[src/rtl/minmax_pkg.sv]
// Shared constants for the min/max scan controller: default sizes and
// FSM state encoding.
package minmax_pkg;

  localparam int DATA_W_DEF    = 16;
  localparam int ADDR_W_DEF    = 3;
  localparam int NUM_REGS_DEF  = 8;
  localparam int NUM_PAIRS_DEF = NUM_REGS_DEF / 2;

  typedef logic [1:0] state_t;

  localparam state_t ST_IDLE = 2'd0;
  localparam state_t ST_SCAN = 2'd1;
  localparam state_t ST_DONE = 2'd2;

endpackage

[src/rtl/minmax_pair_cmp.sv]
// Combinational two-input comparator returning the greater and lesser value.
// On equal inputs hi takes a and lo takes b.
// Define MINMAX_SIGNED_EN to compare as two's-complement signed; otherwise
// the comparison is unsigned.
module minmax_pair_cmp #(
  parameter int DATA_W = 16
) (
  input  logic [DATA_W-1:0] a,
  input  logic [DATA_W-1:0] b,
  output logic [DATA_W-1:0] hi,
  output logic [DATA_W-1:0] lo
);

  logic a_ge_b;

`ifdef MINMAX_SIGNED_EN
  logic signed [DATA_W-1:0] a_s;
  logic signed [DATA_W-1:0] b_s;
  assign a_s    = a;
  assign b_s    = b;
  assign a_ge_b = (a_s >= b_s);
`else
  assign a_ge_b = (a >= b);
`endif

  // Route the larger operand to hi and the other to lo
  always_comb begin
    hi = b;
    lo = a;
    if (a_ge_b) begin
      hi = a;
      lo = b;
    end
  end

endmodule

[src/rtl/minmax_scan_ctrl.sv]
// Min/max scan controller sharing a dual-read register file with an
// external write port. A start request walks even/odd address pairs, one
// pair per cycle, accumulating the running maximum and minimum, then raises
// valid. External writes are held off while a scan is running.
// Compare signedness is chosen by the MINMAX_SIGNED_EN macro inside
// minmax_pair_cmp.
module minmax_scan_ctrl
  import minmax_pkg::*;
#(
  parameter int DATA_W   = DATA_W_DEF,
  parameter int ADDR_W   = ADDR_W_DEF,
  parameter int NUM_REGS = NUM_REGS_DEF
) (
  input  logic              clk,
  input  logic              rst,
  input  logic              wr_req,
  input  logic [ADDR_W-1:0] wr_addr,
  input  logic [DATA_W-1:0] wr_data,
  output logic              wr_ready,
  input  logic              start,
  output logic              busy,
  output logic              rf_we,
  output logic [ADDR_W-1:0] rf_waddr,
  output logic [DATA_W-1:0] rf_wdata,
  output logic [ADDR_W-1:0] rf_raddr_even,
  output logic [ADDR_W-1:0] rf_raddr_odd,
  input  logic [DATA_W-1:0] rf_rdata_even,
  input  logic [DATA_W-1:0] rf_rdata_odd,
  output logic [DATA_W-1:0] max,
  output logic [DATA_W-1:0] min,
  output logic              valid
);

  localparam int NUM_PAIRS = NUM_REGS / 2;
  localparam int PW        = ADDR_W - 1;
  localparam logic [PW-1:0] P_LAST = PW'(NUM_PAIRS - 1);

  state_t            state_q, state_d;
  logic [PW-1:0]     p_q, p_d;
  logic [DATA_W-1:0] max_q, max_d;
  logic [DATA_W-1:0] min_q, min_d;
  logic              valid_q, valid_d;

  logic              scan_act;
  logic              start_acc;
  logic [DATA_W-1:0] pair_hi, pair_lo;
  logic [DATA_W-1:0] max_new, min_new;
  logic [DATA_W-1:0] max_lo_unused, min_hi_unused;

  assign scan_act  = (state_q == ST_SCAN);
  assign wr_ready  = !scan_act;
  assign rf_we     = wr_req & wr_ready;
  assign rf_waddr  = wr_addr;
  assign rf_wdata  = wr_data;
  // A pending write wins over a simultaneous start
  assign start_acc = !scan_act && start && !wr_req;

  assign rf_raddr_even = scan_act ? {p_q, 1'b0} : ADDR_W'(0);
  assign rf_raddr_odd  = scan_act ? {p_q, 1'b1} : ADDR_W'(1);

  assign busy  = scan_act;
  assign max   = max_q;
  assign min   = min_q;
  assign valid = valid_q;

  minmax_pair_cmp #(.DATA_W(DATA_W)) u_pair_cmp (
    .a  (rf_rdata_even),
    .b  (rf_rdata_odd),
    .hi (pair_hi),
    .lo (pair_lo)
  );

  minmax_pair_cmp #(.DATA_W(DATA_W)) u_max_cmp (
    .a  (max_q),
    .b  (pair_hi),
    .hi (max_new),
    .lo (max_lo_unused)
  );

  minmax_pair_cmp #(.DATA_W(DATA_W)) u_min_cmp (
    .a  (min_q),
    .b  (pair_lo),
    .hi (min_hi_unused),
    .lo (min_new)
  );

  // Next-state, pair counter and accumulator update
  always_comb begin
    state_d = state_q;
    p_d     = p_q;
    max_d   = max_q;
    min_d   = min_q;
    valid_d = valid_q;
    case (state_q)
      ST_IDLE, ST_DONE: begin
        if (start_acc) begin
          valid_d = 1'b0;
          p_d     = '0;
          state_d = ST_SCAN;
        end else if (rf_we) begin
          // Register contents changed under the held result
          valid_d = 1'b0;
        end
      end
      ST_SCAN: begin
        if (p_q == '0) begin
          max_d = pair_hi;
          min_d = pair_lo;
        end else begin
          max_d = max_new;
          min_d = min_new;
        end
        p_d = p_q + 1'b1;
        if (p_q == P_LAST) begin
          state_d = ST_DONE;
          valid_d = 1'b1;
        end
      end
      default: state_d = ST_IDLE;
    endcase
  end

  // State and result registers with synchronous reset
  always_ff @(posedge clk) begin
    if (rst) begin
      state_q <= ST_IDLE;
      p_q     <= '0;
      max_q   <= '0;
      min_q   <= '0;
      valid_q <= 1'b0;
    end else begin
      state_q <= state_d;
      p_q     <= p_d;
      max_q   <= max_d;
      min_q   <= min_d;
      valid_q <= valid_d;
    end
  end

endmodule

[config.mk]
export PLATFORM = sky130hd
export DESIGN_NAME = minmax_scan_ctrl
export DESIGN_NICKNAME = d
export VERILOG_FILES = /design/src/rtl/minmax_pkg.sv /design/src/rtl/minmax_pair_cmp.sv /design/src/rtl/minmax_scan_ctrl.sv
export SDC_FILE = /design/constraint.sdc
export NUM_CORES = 1
export LEC_CHECK = 0
export ABC_AREA = 1
export CORE_MARGIN = 4
export CORE_UTILIZATION = 38
export DETAILED_ROUTE_END_ITERATION = 10
export PLACE_DENSITY = 0.74
export SKIP_LAST_GASP = 1
export SLEW_MARGIN = 20
export SYNTH_ARGS = -nofsm -noshare
export SYNTH_HDL_FRONTEND = slang
export SYNTH_SLANG_ARGS = --single-unit
[constraint.sdc]
create_clock -name clk -period 3.35 [get_ports clk]
set_input_delay 0.5025 -clock clk [delete_from_list [all_inputs] [get_ports clk]]
set_output_delay 0.5025 -clock clk [all_outputs]
set_load 0.03 [all_outputs]
==> out/results.ini <==
[floorplanning]
rows=34
dieArea_mm2=0.0107
coreArea_mm2=0.00881
io_pins=116
initial_core_util=0.394
die_w_um=104
die_h_um=104

[setup_path]
crit_path_cell_trace=clkbuf_2 > inv_4 > ha_4 > nand4_1 > buf_4 > a21oi_4 > nor2_4 > nand2_4 > buf_12 > buf_8 > nand2_1 > o21ai_2 > inv_1 > ha_4 > a21oi_1 > o21ai_0 > a21oi_1 > nand2_2 > a21oi_4 > clkbuf_16 > nand2_2 > nand2_1 > nor2_1
cp-start-kind=primary input
reg2reg_from=max[5]$_SDFFE_PP0P_
crit_arrival_ns=3.59
criticalPathCategory=primary input to register
rrSetupSlack_ns=1.25
cp.required_ns=3.54
critPathCaptureType=register
crit_slowest_cell=a21oi_4
crit_start=rf_rdata_odd[12]
crit_path_max_incr_delay_ns=0.31
path_max_fanout=6

[synthesis]
yosys.area.top_type=dfxtp_1
yosysMostFrequentCell=nand2_1
synthCells=541
async_flop_share=0
avgSynthCellArea_um2=6.41
synth_flop_cell=dfxtp_1
synth_edf_count=0
ys_top_cells_by_area=dfxtp_1 21%, ha_1 18%, nand2_1 17%
synth.distinct_cells=27
synth_nets=646
synth_area_mm2=0.00347
synth_top_area_share=0.213
ys_seq_area_frac=0.213
synth.top_cells.by_count=156 x nand2_1, 78 x nor2_1, 75 x inv_1
synth-seq-cells=37
yosys_warnings=0

[clocking]
cts_hold_buffers=0
cts_made_buffers=5
cts.sinks=37
path_clk_slew_ns=0.08
cts_tree=yes
clockRootBuffer=clkbuf_8
cts.htree.levels=2
cts_max_path_buffers=2
clk_latency_ns=0.29

[placement]
portBuffers=75
globalplace.congestion=0.876
dpl.hpwl_mm=7.38
place_area_mm2=0.00443
dpl.cell_count=727
pre_cts_ws_ns=-0.496

[power]
pwr-share-seq=0.274
vdd_ir_drop_max_mv=0.199
power.density_mw_per_mm2=347
p_sw_frac=0.392
total_power_mw=1.89
switching_power_mw=0.740
clockPowerShare=0.220
power.internal_mw=1.15
combPwrFrac=0.506
leakagePower_nw=2.76

[drt]
routedWlPerCell_um=15.7
dr_total_vias=3937
wl_met1_mm=4.66
drc=0
drt_iter0_drc=272
routed_wl_mm=12.0
avgViaCountPerCell=5.16
first_pass_iters=8
postRouteAntennaNets=0
met3_length_um=846
dr_wl_met2_mm=5.97
routed.top_layer=met4

[sta]
finalSetupViolCount=5
fmax_mhz=294
post-route-period-util=1.02
fin_ws_ns=-0.0520
min_period_ns=3.40
drv_slew=0
hold_slack_ns=0.479
fin_worst_skew_ns=0.00463
hold_viol_final=0

[status]
status=finished with violations
failed_checks=negative setup slack

[min_path]
hp-start=valid$_SDFFE_PP0P_
min_path_type=register to register

[finish]
syn_to_final_growth_pct=56.9
drive_gt1_frac=0.340
finalNonFillerCells=763
fin_area_mm2=0.00544
num-nets-final=759
insertedDiodeCount=0

[global_routing]
grt_pass1_wl_mm=17.2
grt_max_degree=34
grt_usage=0.191
grt_pass1_vias=3681
antenna_found_initial=0
grt-ovfl-total=0

[job]
drv_cap=0

power groups by stage:
stage / sequential [mW] / combinational [mW] / clock (mW)
finish: 0.517 / 0.955 / 0.414
global route: 0.521 / 1.04 / 0.440
floorplan: 0.579 / 0.438 / 0
CTS: 0.511 / 0.801 / 0.424
global placement: 0.519 / 0.700 / 0
detailed placement: 0.520 / 0.718 / 0
logic make-up (layout without fill, tap and decap cells):
logic type | after synthesis | after routing | share of synthesized area
and+or+nand+nor | 294 | 295 | 0.356
buffers and inverters | 113 | 226 | 0.163
adders and majority gates | 50 | 50 | 0.180
AOI/OAI and AO/OA | 45 | 45 | 0.0851
DFF | 37 | 37 | 0.213
other | 2 | 2 | 0.00216
layout make-up:
type | instances | area [um2]
clock buffer | 7 | 86.3
clock inverter | 1 | 30.0
fill | 720 | 3360
inverter | 75 | 289
multi-input combinational | 392 | 2780
sequential | 37 | 741
tap | 108 | 135
timing repair buffer | 143 | 1380
critical path: cells and delay by family:
| family | cells | cell delay, ns |
|---|---|---|
| compound gates | 6 | 0.90 |
| fa+ha+maj | 2 | 0.47 |
| buf+inv | 7 | 0.95 |
| simple gates | 8 | 0.74 |
flip-flops by register name, summed over array words and instances (netlist names):
| signal | cells |
|---|---|
| state_q | 2 |
| min | 16 |
| max | 16 |
| p_q | 2 |
| valid | 1 |
cells in the final DEF, fill, tap and decap left out, types with 6 or more instances in the layout:
cell type,netlist,layout
nand2_4,1,10
nand3_1,28,26
inv_1,75,54
nor2_1,78,74
ha_4,0,27
buf_6,3,8
buf_4,25,52
o21ai_4,0,7
ha_1,50,22
nand2_2,22,43
inv_2,0,18
a21oi_1,22,16
nand2_1,156,127
dfxtp_1,37,37
clkbuf_8,0,6
clkbuf_2,0,15
dlymetal6s2s_1,0,15
clkdlybuf4s50_1,0,43
timing repair:
action                                  CTS  global route
pin swaps                                14            60
endpoints found under the setup margin   29            32
setup buffers                             9            14
gates cloned                              3             3
gates resized for setup                  49           145
metrics by stage:
| stage | TNS [ns] | utilization |
|---|---|---|
| 5_1_grt | -1.74 | 0.618 |
| 4_1_cts | -1.02 | 0.554 |
| 3_5_place_dp | -12.74 | 0.503 |
| 6_report | -0.138 | 0.618 |
| 2_1_floorplan | 0 | - |
| 3_3_place_gp | -8.68 | 0.503 |
worst paths after layout:
check / cells past startpoint / end
worst max-delay path: 23 / max[12]$_SDFFE_PP0P_
worst min register to register: 2 / valid$_SDFFE_PP0P_
worst max register to register: 14 / max[12]$_SDFFE_PP0P_
worst min-delay path: 2 / valid$_SDFFE_PP0P_
per-layer routing:
layer  track usage  up-vias
li1              -     1881
met1         0.228     1819
met2         0.330      190
met3        0.0448       47
met4        0.0779        0
met5             0        -
Note: power is estimated with default switching activity, not from simulation.
